<file path="src/rtl/mc_pkg.sv">
// Shared encodings for the multi-cycle MIPS-subset control unit:
// opcode/func constants, ALU operation codes, FSM state codes and the
// instruction-class enum produced by mc_decode.
package mc_pkg;

  // Opcodes, instruction[31:26]
  localparam logic [5:0] OP_R    = 6'b000000;
  localparam logic [5:0] OP_J    = 6'b000010;
  localparam logic [5:0] OP_JAL  = 6'b000011;
  localparam logic [5:0] OP_BEQ  = 6'b000100;
  localparam logic [5:0] OP_BNE  = 6'b000101;
  localparam logic [5:0] OP_ADDI = 6'b001000;
  localparam logic [5:0] OP_ANDI = 6'b001100;
  localparam logic [5:0] OP_ORI  = 6'b001101;
  localparam logic [5:0] OP_XORI = 6'b001110;
  localparam logic [5:0] OP_LUI  = 6'b001111;
  localparam logic [5:0] OP_LW   = 6'b100011;
  localparam logic [5:0] OP_SW   = 6'b101011;

  // R-type func codes, instruction[5:0]
  localparam logic [5:0] FN_ADD = 6'b100000;
  localparam logic [5:0] FN_SUB = 6'b100010;
  localparam logic [5:0] FN_AND = 6'b100100;
  localparam logic [5:0] FN_OR  = 6'b100101;
  localparam logic [5:0] FN_XOR = 6'b100110;
  localparam logic [5:0] FN_SLL = 6'b000000;
  localparam logic [5:0] FN_SRL = 6'b000010;
  localparam logic [5:0] FN_SRA = 6'b000011;
  localparam logic [5:0] FN_JR  = 6'b001000;
  localparam logic [5:0] FN_HAM = 6'b111111;

  // ALU operation codes (consumer is the ALU's aluc input)
  localparam logic [3:0] ALU_ADD = 4'b0000;
  localparam logic [3:0] ALU_SUB = 4'b0100;
  localparam logic [3:0] ALU_AND = 4'b0001;
  localparam logic [3:0] ALU_OR  = 4'b0101;
  localparam logic [3:0] ALU_XOR = 4'b0010;
  localparam logic [3:0] ALU_LUI = 4'b0110;
  localparam logic [3:0] ALU_SLL = 4'b0011;
  localparam logic [3:0] ALU_SRL = 4'b0111;
  localparam logic [3:0] ALU_SRA = 4'b1111;
  localparam logic [3:0] ALU_HAM = 4'b1011;

  // FSM state encoding
  localparam logic [2:0] ST_IF  = 3'd0;
  localparam logic [2:0] ST_ID  = 3'd1;
  localparam logic [2:0] ST_EXE = 3'd2;
  localparam logic [2:0] ST_MEM = 3'd3;
  localparam logic [2:0] ST_WB  = 3'd4;

  typedef enum logic [2:0] {
    CL_RALU    = 3'd0,
    CL_IALU    = 3'd1,
    CL_LOAD    = 3'd2,
    CL_STORE   = 3'd3,
    CL_BRANCH  = 3'd4,
    CL_JUMP    = 3'd5,
    CL_ILLEGAL = 3'd6
  } instr_class_e;

  // Shift-type R instructions take the shift amount as ALU operand A
  function automatic logic is_shift_fn(input logic [5:0] fn);
    return (fn == FN_SLL) || (fn == FN_SRL) || (fn == FN_SRA);
  endfunction

endpackage

</file>
<file path="src/rtl/mc_decode.sv">
// Combinational instruction decoder: classifies op/func and produces the
// ALU code and the operand/destination qualifiers used by the FSM.
// HAM_EN: when defined, R-type func 111111 decodes as HAM; otherwise illegal.
module mc_decode
  import mc_pkg::*;
(
  input  logic [5:0]   op,
  input  logic [5:0]   func,
  output instr_class_e cls,
  output logic [3:0]   aluc,
  output logic         shift,
  output logic         sext,
  output logic         regrt
);

  // Decode op/func into class, ALU code and operand qualifiers
  always_comb begin
    cls   = CL_ILLEGAL;
    aluc  = ALU_ADD;
    shift = 1'b0;
    sext  = 1'b0;
    regrt = 1'b0;
    case (op)
      OP_R: begin
        cls   = CL_RALU;
        shift = is_shift_fn(func);
        case (func)
          FN_ADD:  aluc = ALU_ADD;
          FN_SUB:  aluc = ALU_SUB;
          FN_AND:  aluc = ALU_AND;
          FN_OR:   aluc = ALU_OR;
          FN_XOR:  aluc = ALU_XOR;
          FN_SLL:  aluc = ALU_SLL;
          FN_SRL:  aluc = ALU_SRL;
          FN_SRA:  aluc = ALU_SRA;
          FN_JR:   cls  = CL_JUMP;
`ifdef HAM_EN
          FN_HAM:  aluc = ALU_HAM;
`endif
          default: cls  = CL_ILLEGAL;
        endcase
      end
      OP_J, OP_JAL:   cls = CL_JUMP;
      OP_BEQ, OP_BNE: begin
        cls  = CL_BRANCH;
        aluc = ALU_SUB;
      end
      OP_ADDI: begin cls = CL_IALU; aluc = ALU_ADD; sext = 1'b1; regrt = 1'b1; end
      OP_ANDI: begin cls = CL_IALU; aluc = ALU_AND; regrt = 1'b1; end
      OP_ORI:  begin cls = CL_IALU; aluc = ALU_OR;  regrt = 1'b1; end
      OP_XORI: begin cls = CL_IALU; aluc = ALU_XOR; regrt = 1'b1; end
      OP_LUI:  begin cls = CL_IALU; aluc = ALU_LUI; regrt = 1'b1; end
      OP_LW:   begin cls = CL_LOAD;  sext = 1'b1; regrt = 1'b1; end
      OP_SW:   begin cls = CL_STORE; sext = 1'b1; end
      default: cls = CL_ILLEGAL;
    endcase
  end

endmodule

</file>
<file path="src/rtl/mc_control.sv">
// Multi-cycle control FSM (IF/ID/EXE/MEM/WB) for the MIPS-subset CPU.
// All datapath controls are combinational from state, op, func, z, mem_ready.
// HAM_EN: enables the HAM R-type instruction (func 111111) in mc_decode.
// NONE_ILLEGAL_WAIT: IF cycles inserted after an illegal op before refetch.
module mc_control
  import mc_pkg::*;
#(
  parameter int unsigned NONE_ILLEGAL_WAIT = 0
) (
  input  logic       clock,
  input  logic       resetn,
  input  logic [5:0] op,
  input  logic [5:0] func,
  input  logic       z,
  input  logic       mem_ready,
  output logic       wpc,
  output logic       wir,
  output logic       wmem,
  output logic       wreg,
  output logic       iord,
  output logic       regrt,
  output logic       m2reg,
  output logic       jal,
  output logic       sext,
  output logic       shift,
  output logic       alusrca,
  output logic [1:0] alusrcb,
  output logic [1:0] pcsource,
  output logic [3:0] aluc,
  output logic [2:0] state,
  output logic       illegal
);

  localparam int unsigned WW = (NONE_ILLEGAL_WAIT > 0) ? $clog2(NONE_ILLEGAL_WAIT + 1) : 1;
  localparam logic [WW-1:0] WAIT_LOAD = WW'(NONE_ILLEGAL_WAIT);

  logic [2:0]    state_q, state_d;
  logic [WW-1:0] wait_q, wait_d;

  instr_class_e dec_cls;
  logic [3:0]   dec_aluc;
  logic         dec_shift, dec_sext, dec_regrt;

  mc_decode u_decode (
    .op    (op),
    .func  (func),
    .cls   (dec_cls),
    .aluc  (dec_aluc),
    .shift (dec_shift),
    .sext  (dec_sext),
    .regrt (dec_regrt)
  );

  assign state = state_q;

  // Next-state and datapath control generation; reset forces IF with all controls low
  always_comb begin
    state_d  = state_q;
    wait_d   = wait_q;
    wpc      = 1'b0;
    wir      = 1'b0;
    wmem     = 1'b0;
    wreg     = 1'b0;
    iord     = 1'b0;
    regrt    = 1'b0;
    m2reg    = 1'b0;
    jal      = 1'b0;
    sext     = 1'b0;
    shift    = 1'b0;
    alusrca  = 1'b0;
    alusrcb  = 2'b00;
    pcsource = 2'b00;
    aluc     = ALU_ADD;
    illegal  = 1'b0;
    if (!resetn) begin
      state_d = ST_IF;
      wait_d  = '0;
    end else begin
      case (state_q)
        ST_IF: begin
          alusrcb = 2'b01;
          if (wait_q != '0) begin
            wait_d = wait_q - WW'(1);
          end else if (mem_ready) begin
            wir     = 1'b1;
            wpc     = 1'b1;
            state_d = ST_ID;
          end else begin
            state_d = ST_IF;
          end
        end
        ST_ID: begin
          // Precompute the branch target into ALUout
          alusrcb = 2'b11;
          sext    = 1'b1;
          if (dec_cls == CL_JUMP) begin
            wpc     = 1'b1;
            state_d = ST_IF;
            if (op == OP_R) begin
              pcsource = 2'b11;
            end else begin
              pcsource = 2'b10;
              wreg     = (op == OP_JAL);
              jal      = (op == OP_JAL);
            end
          end else if (dec_cls == CL_ILLEGAL) begin
            illegal = 1'b1;
            wait_d  = WAIT_LOAD;
            state_d = ST_IF;
          end else begin
            state_d = ST_EXE;
          end
        end
        ST_EXE: begin
          alusrca = 1'b1;
          aluc    = dec_aluc;
          case (dec_cls)
            CL_RALU: begin
              shift   = dec_shift;
              state_d = ST_WB;
            end
            CL_IALU: begin
              alusrcb = 2'b10;
              sext    = dec_sext;
              state_d = ST_WB;
            end
            CL_LOAD, CL_STORE: begin
              alusrcb = 2'b10;
              sext    = 1'b1;
              state_d = ST_MEM;
            end
            CL_BRANCH: begin
              pcsource = 2'b01;
              wpc      = (op == OP_BEQ) ? z : ~z;
              state_d  = ST_IF;
            end
            default: state_d = ST_IF;
          endcase
        end
        ST_MEM: begin
          iord = 1'b1;
          if (dec_cls == CL_STORE) begin
            wmem    = mem_ready;
            state_d = mem_ready ? ST_IF : ST_MEM;
          end else if (dec_cls == CL_LOAD) begin
            state_d = mem_ready ? ST_WB : ST_MEM;
          end else begin
            state_d = ST_IF;
          end
        end
        ST_WB: begin
          wreg    = 1'b1;
          regrt   = dec_regrt;
          m2reg   = (dec_cls == CL_LOAD);
          state_d = ST_IF;
        end
        default: state_d = ST_IF;
      endcase
    end
  end

  // State and illegal-wait registers with synchronous active-low reset
  always_ff @(posedge clock) begin
    if (!resetn) begin
      state_q <= ST_IF;
      wait_q  <= '0;
    end else begin
      state_q <= state_d;
      wait_q  <= wait_d;
    end
  end

endmodule

</file>
<file path="config.mk">
export PLATFORM = sky130hd
export DESIGN_NAME = mc_control
export DESIGN_NICKNAME = d
export VERILOG_FILES = /design/src/rtl/mc_pkg.sv /design/src/rtl/mc_decode.sv /design/src/rtl/mc_control.sv
export SDC_FILE = /design/constraint.sdc
export NUM_CORES = 1
export LEC_CHECK = 0
export CAP_MARGIN = 0
export CORE_UTILIZATION = 41
export CTS_BUF_LIST = sky130_fd_sc_hd__clkbuf_16
export CTS_CLUSTER_SIZE = 40
export DETAILED_ROUTE_END_ITERATION = 8
export PLACE_DENSITY = 0.78
export SYNTH_ARGS = -nofsm -noshare
export SYNTH_HDL_FRONTEND = slang
export SYNTH_SLANG_ARGS = --single-unit
</file>
<file path="constraint.sdc">
create_clock -name clock -period 2.6 [get_ports clock]
set_input_delay 0.26 -clock clock [delete_from_list [all_inputs] [get_ports clock]]
set_output_delay 0.26 -clock clock [all_outputs]
set_load 0.01 [all_outputs]
</file>
==> flow_summary_export.csv <==
group,metric,value,unit
critical_path,r2r-end,"state[2]$_SDFF_PN0_",
min_path,hold_class,"reg2reg",
clock_tree,clkTransAtPathRegs,40,ps
synthesis,synth_compound_area_share,27.8,%
synthesis,ys_async_sr_fraction,0,%
die,core,1940,sq um
detailed_routing,vias_per_cell,6.74,
layout,diodes,0,
detailed_routing,drtIter0Drc,131,
critical_path,path_depth,8,
detailed_routing,drcViolationCount,0,
grt,grt_pass1_vias,1408,
timing,final.setup.worst_slack,-106,ps
min_path,holdPathStages,2,
timing,finClkSkew,4.06,ps
timing,hold_ws,686,ps
critical_path,worst-path-max-fanout,3,
grt,grt_usage,43.7,%
critical_path,cpLargestDelayFamily,"simple AND/OR/NAND/NOR gates",
layout,area_delta_synth_final,110,%
timing,slew_viol_final,0,
clock_tree,htreeDepth,1,
synthesis,synth_nets,144,
critical_path,end_kind,"primary output",
synthesis,syn_avg_cell_area,6.61,sq um
timing,period_share,104,%
clock_tree,cts_tree,"yes",
pwr,p_leak,0.000731,uW
clock_tree,ctsHoldBuffers,0,
critical_path,path_cells,"buf_6, or2_4, or4_4, nor3b_4, or2_4, or3_4, a221oi_2, buf_2",
grt,grt_overflow,0,
place,dp_slack,-759,ps
die,rows,16,
critical_path,crit_top_cell,"or2_4",
detailed_routing,routedWlPerCell,22.9,microns
timing,min_period,2710,ps
run_status,violations,"negative setup slack",
place,io_buffers,38,
synthesis,synth_common_cells,"18 x nor2_1, 13 x nand2_1, 7 x a21oi_1, 7 x nor3_1, 5 x o21ai_0",
layout,layout-drive-gt1-share,45.9,%
pwr,cellPowerDensity,299,nW/um^2
synthesis,ys_types,47,
place,hpwl,2440,microns
critical_path,cpMaxStageDelayCell,"or4_4",
synthesis,yosysTopAreaCell,"nor2_1",
clock_tree,clockBufferDepth,2,
grt,grt_pass1_wl,6730,microns
synthesis,synthAdderAreaFrac,0,%
critical_path,path_class,"in2out",
place,gp_congestion,0.883,
detailed_routing,drtPass1Iterations,6,
synthesis,synthesis.instances,128,
die,die_y,47.4,microns
synthesis,yosys_warnings,0,
run,drv_cap,0,
timing,worst_pin_slew,362,ps
synthesis,ys_ff_latch,3,
die,io_pins,39,
critical_path,critPathArrivalTime,2450,ps
die,initial_core_util,43.6,%
timing,finalSetupViolCount,3,
clock_tree,clock_sinks,3,
critical_path,ff2ff_path_depth,3,
clock_tree,clock_latency,240,ps
synthesis,synth-edff-count,0,
critical_path,r2r_slack,1290,ps
timing,rsz0062_at_grt,"true",
synthesis,muxShareOfSynthArea,0,%
critical_path,slowest_delay,520,ps
timing,slew_headroom,75.6,%
timing,finalHoldViolCount,0,
synthesis,ys_seq_area_share,7.10,%
synthesis,synthSimpleGateAreaFrac,57.1,%
clock_tree,root_buffer,"clkbuf_16",
critical_path,endpoint,"pcsource[0]",
synthesis,netlist_area,846,sq um
clock_tree,cts_buffers,3,
die,die-area,2250,sq um
layout,fin_nets,226,
layout,finalNonFillerCells,236,
grt,grt_max_degree,12,
critical_path,crit-reg2reg-launch,"state[2]$_SDFF_PN0_",
timing,setup_tns,-132,ps
pwr,irDropWorstVdd,0.381,mV
synthesis,synth_xor_xnor_area_share,0,%
layout,largest_reg_flops,3,
detailed_routing,wl,5400,microns
die,die_w,47.4,microns
critical_path,required,2340,ps
synthesis,synth_top_area_share,7.99,%
synthesis,synth_top_family_by_area,"simple AND/OR/NAND/NOR gates",
critical_path,path_buf_inv,2,
critical_path,worstSetupStartpoint,"func[5]",
grt,antenna_found_initial,0,
synthesis,synth_area_leaders,"nor2_1 8.0%, dfxtp_1 7.1%, nand2_1 5.8%",
synthesis,synth_ff_type,"dfxtp_1",
timing,clock.fmax,370,MHz
synthesis,yosysMostFrequentCell,"nor2_1",
critical_path,worst_setup_path_start_kind,"primary input",
detailed_routing,vias,1591,
run_status,status,"finished, violations left",
detailed_routing,ant_nets,0,
place,dp.cells,224,
==> layout by cell type, fill, tap and decap left out, types with 2 or more instances in the layout <==
cell | Yosys | final
buf_6 | 2 | 7
buf_2 | 0 | 4
or2b_4 | 1 | 2
nand2_1 | 13 | 11
clkdlybuf4s15_1 | 0 | 2
nand2b_1 | 4 | 4
o21ai_0 | 5 | 4
clkbuf_2 | 1 | 5
a21oi_1 | 7 | 7
nor3b_1 | 2 | 2
dlygate4sd2_1 | 0 | 6
nor3_4 | 0 | 2
clkdlybuf4s50_1 | 0 | 19
nand3b_1 | 2 | 2
nor3_1 | 7 | 4
dfxtp_1 | 3 | 3
a31oi_1 | 3 | 2
nand4_1 | 2 | 2
nand2_2 | 0 | 2
and4_1 | 2 | 2
or2_2 | 2 | 2
or2_4 | 1 | 2
nand3_1 | 4 | 4
inv_1 | 2 | 3
clkbuf_16 | 0 | 3
and3_1 | 3 | 3
o2bb2ai_2 | 0 | 2
nor2_1 | 18 | 17
o31a_1 | 2 | 2
or4_4 | 2 | 3
or2b_2 | 4 | 3
buf_4 | 1 | 41
nand4b_1 | 4 | 4
==> what timing repair did <==
item | CTS | global route
resized for setup | 56 | 27
setup endpoints to repair | 13 | 13
pin swaps | 13 | 13
hold endpoints to repair | 0 | 0
setup buffers | 7 | 1
==> tightest hold or removal path, cell delays in order (launching register included) <==
cell	delay (ps)
dfxtp_1	300
buf_4	170
nor3b_1	150
==> per-layer routing <==
layer  part of all wire (%)  vias up  wire length [microns]  GRT usage [%]
met5                      0        -                      0              0
met4                    6.6        0                    356           29.7
met3                     11       51                    613           17.4
met2                     47      179                   2550           69.0
met1                     35      712                   1880           48.0
li1                       -      649                      -              -
==> layout make-up <==
class | instances | area (sq um)
multi-input cells | 115 | 888
repair buffers | 85 | 707
fillers | 86 | 166
clock buffers | 3 | 75.1
flip-flops and latches | 3 | 60.1
well taps | 27 | 33.8
inverters | 2 | 7.51
clock inverters | 1 | 3.75
==> cell families after synthesis <==
logic type | after synthesis
buf+inv | 10
simple gates | 82
flops | 3
compound gates | 33
==> worst min-delay path by stage <==
stage,startpoint,end
detailed placement,state[1]$_SDFF_PN0_,state[2]$_SDFF_PN0_
CTS,state[1]$_SDFF_PN0_,state[2]$_SDFF_PN0_
global placement,state[1]$_SDFF_PN0_,state[2]$_SDFF_PN0_
floorplan,mem_ready,state[0]$_SDFF_PN0_
finish,state[1]$_SDFF_PN0_,state[2]$_SDFF_PN0_
global route,state[1]$_SDFF_PN0_,state[2]$_SDFF_PN0_
==> metrics by stage <==
stage / instance area [sq um] / total power (uW) / util, %
after floorplan: 846 / 124 / -
after global placement: 1490 / 208 / 76.9
after detailed placement: 1490 / 214 / 76.9
after CTS: 1720 / 494 / 88.5
after global routing: 1780 / 555 / 91.4
final: 1780 / 530 / 91.4
==> power breakdown <==
part | switching [uW] | internal, uW
Clock | 61.9 | 200
Sequential | 1.10 | 47.6
Combinational | 114 | 106
Power figures use the tool's default switching activity.
==> edit: new RTL, same settings <==
Reset style: asynchronous (`resetn`), changed in one clocked block. Comments in the files are not updated.
--- a/src/rtl/mc_control.sv
+++ b/src/rtl/mc_control.sv
@@ -161,5 +161,5 @@
 
   // State and illegal-wait registers with synchronous active-low reset
-  always_ff @(posedge clock) begin
+  always_ff @(posedge clock or negedge resetn) begin
     if (!resetn) begin
       state_q <= ST_IF;
Behaviour: differs if resetn is asserted again (counterexample within 4 cycles, from zero or initial values and one cycle with resetn low); with resetn held inactive, the same outputs for 10 cycles.
==> edit against the unedited design <==
Setup slack better by 0.16 ns; synthesized area is 9.2% higher; combinational power decreased by 22%; wire length down 31%; sequential cell count unchanged; total power shrank 9.6%; clock power decreased by 2%; sequential share of layout area grew 1.2 points; critical path depth grew 1; cell area shrank 8.3%.
==> edit: results (changes against the unedited design) <==
hold crit path type -> primary input to asynchronous set/reset pin
via count -> 1370 (-14%)
number of diodes -> 0 (unchanged)
worst skew pair latency -> 0.23 ns
Final nets -> 220 (-2.7%)
total CTS buffers -> 3 (unchanged)
status -> completed
max reg flops -> 3 (unchanged)
worst-margin pin slew -> 0.471 ns (+0.109 ns)
Synth warnings -> 0 (unchanged)
Critical Path AT -> 2.28 ns (-0.17 ns)
placed cell areas -> 1500 um^2 (+0.17%)
leakage power figure -> 0.684 nW (-6.4%)
Unique masters post-synth -> 49 (+4.3%)
Synth Flop Type -> dfrtp_1
WHS -> 0.536 ns (-0.149 ns)
clock skew -> 0.00108 ns (-0.00298 ns)
Synth area leaders -> dfrtp_1 8.1%, nor2_1 8.1%, nor3_1 6.0%, o21ai_0 6.0%, nand2_1 4.9%
Clk pin slew, worst setup/hold paths -> 0.03 ns
port bufs -> 38 (unchanged)
first-pass GRT wire length -> 5.87 mm (-13%)
root buffer cell -> clkbuf_16
Max IR drop VDD -> 377 uV (-1.1%)
fillcell total -> 150 (+74%)
total track usage -> 31.3% (-12 points)
1st-iter DRT viols -> 43 (-67%)
RD Place Congestion -> 0.839 (-5.0%)
largest net degree at the start of global routing -> 10 (-2)
hpwl dp -> 2.40 mm (-1.7%)
WL per Instance -> 16.2 um (-29%)
Avg Vias per Cell -> 5.96 (-12%)
layout cells sized above 1 -> 27.1% (-19 points)
R2R Setup Slk -> 1.09 ns (-0.20 ns)
initial antenna violation count -> 0 (unchanged)
DRT Pass-1 Iters -> 6 (unchanged)
Syn Nets -> 154 (+6.9%)
vias in the first global route -> 1294 (-8.1%)
dpl ws -> -0.261 ns (+0.497 ns)
Mean Syn Cell Area -> 6.69 um^2 (+1.3%)
Post-synth ARST share -> 100% (+100 points)
setup ws final -> 0.0564 ns (+0.162 ns)
H-tree levels -> 1 (unchanged)
sequential area share after synthesis -> 8.13% (+1.0 points)
CP max FO -> 4 (+1)
most common library cells after synthesis -> 20 x nor2_1, 12 x nand2_1, 11 x nor3_1, 11 x o21ai_0, 6 x nand3_1
CTS max path bufs -> 2 (unchanged)
edit: through the flow:
stage | TNS (ns) | total power [W]
after CTS | 0 | 0.000465
after detailed placement | -1.32 | 0.000212
after global placement | -0.996 | 0.000207
after floorplan | 0 | 0.000130
final | 0 | 0.000479
after global routing | 0 | 0.000493
edit: cell type report:
class | instances | area, um^2 | area share, %
Clock inverter | 1 | 3.75 | 0.231
Sequential cell | 3 | 75.1 | 4.61
Multi-Input combinational cell | 122 | 820 | 50.3
Clock buffer | 3 | 75.1 | 4.61
Timing Repair Buffer | 69 | 602 | 37.0
Inverter | 5 | 18.8 | 1.15
Tap cell | 27 | 33.8 | 2.08
edit: worst max-delay path: stages:
cell             delay [ns]
clkdlybuf4s50_1        0.45
nor4b_4                0.32
nand4_1                0.23
o211ai_2               0.20
buf_4                  0.17
buf_4                  0.10
nor2_1                 0.04
a211oi_2               0.25
clkdlybuf4s15_1        0.27
edit: repair_timing:
item	in CTS	in global routing
buffers inserted	1	2
setup endpoints to repair	11	6
pin swaps	2	4
resized for setup	15	9
edit: power by group:
| group | total, W | switching [W] | internal [W] |
|---|---|---|---|
| clock network | 0.000256 | 0.0000566 | 0.000200 |
| logic | 0.000172 | 0.0000884 | 0.0000834 |
| registers | 0.0000513 | 0.00000320 | 0.0000481 |
edit: logic make-up (layout without fill, tap and decap cells):
| logic type | count (synthesis) | count (layout) | synth area share, % |
|---|---|---|---|
| and+or+nand+nor | 84 | 84 | 50.9 |
| AOI/OAI and AO/OA | 36 | 36 | 31.3 |
| buffers and inverters | 13 | 78 | 7.72 |
| DFF | 3 | 3 | 8.13 |
| xor gates and xnor gates | 2 | 2 | 1.90 |
edit: final timing paths:
| path | end | startpoint | cells after the start |
|---|---|---|---|
| setup / recovery | alusrcb[1] | func[4] | 9 |
| setup reg to reg | state[1] | state[1] | 4 |
| hold / removal | state[0] | resetn | 2 |
| max in group asynchronous | state[1] | resetn | 2 |
| hold reg to reg | state[2] | state[2] | 2 |
| min in group clock | state[2] | state[2] | 2 |
edit: routing by layer:
metal | vias to the layer above | share of wire, % | global-route usage, %
met4 | 0 | 4.1 | 12.4
met2 | 90 | 51 | 60.5
met1 | 623 | 38 | 32.9
li1 | 641 | - | -
met5 | - | 0 | 0
met3 | 16 | 6.5 | 5.56
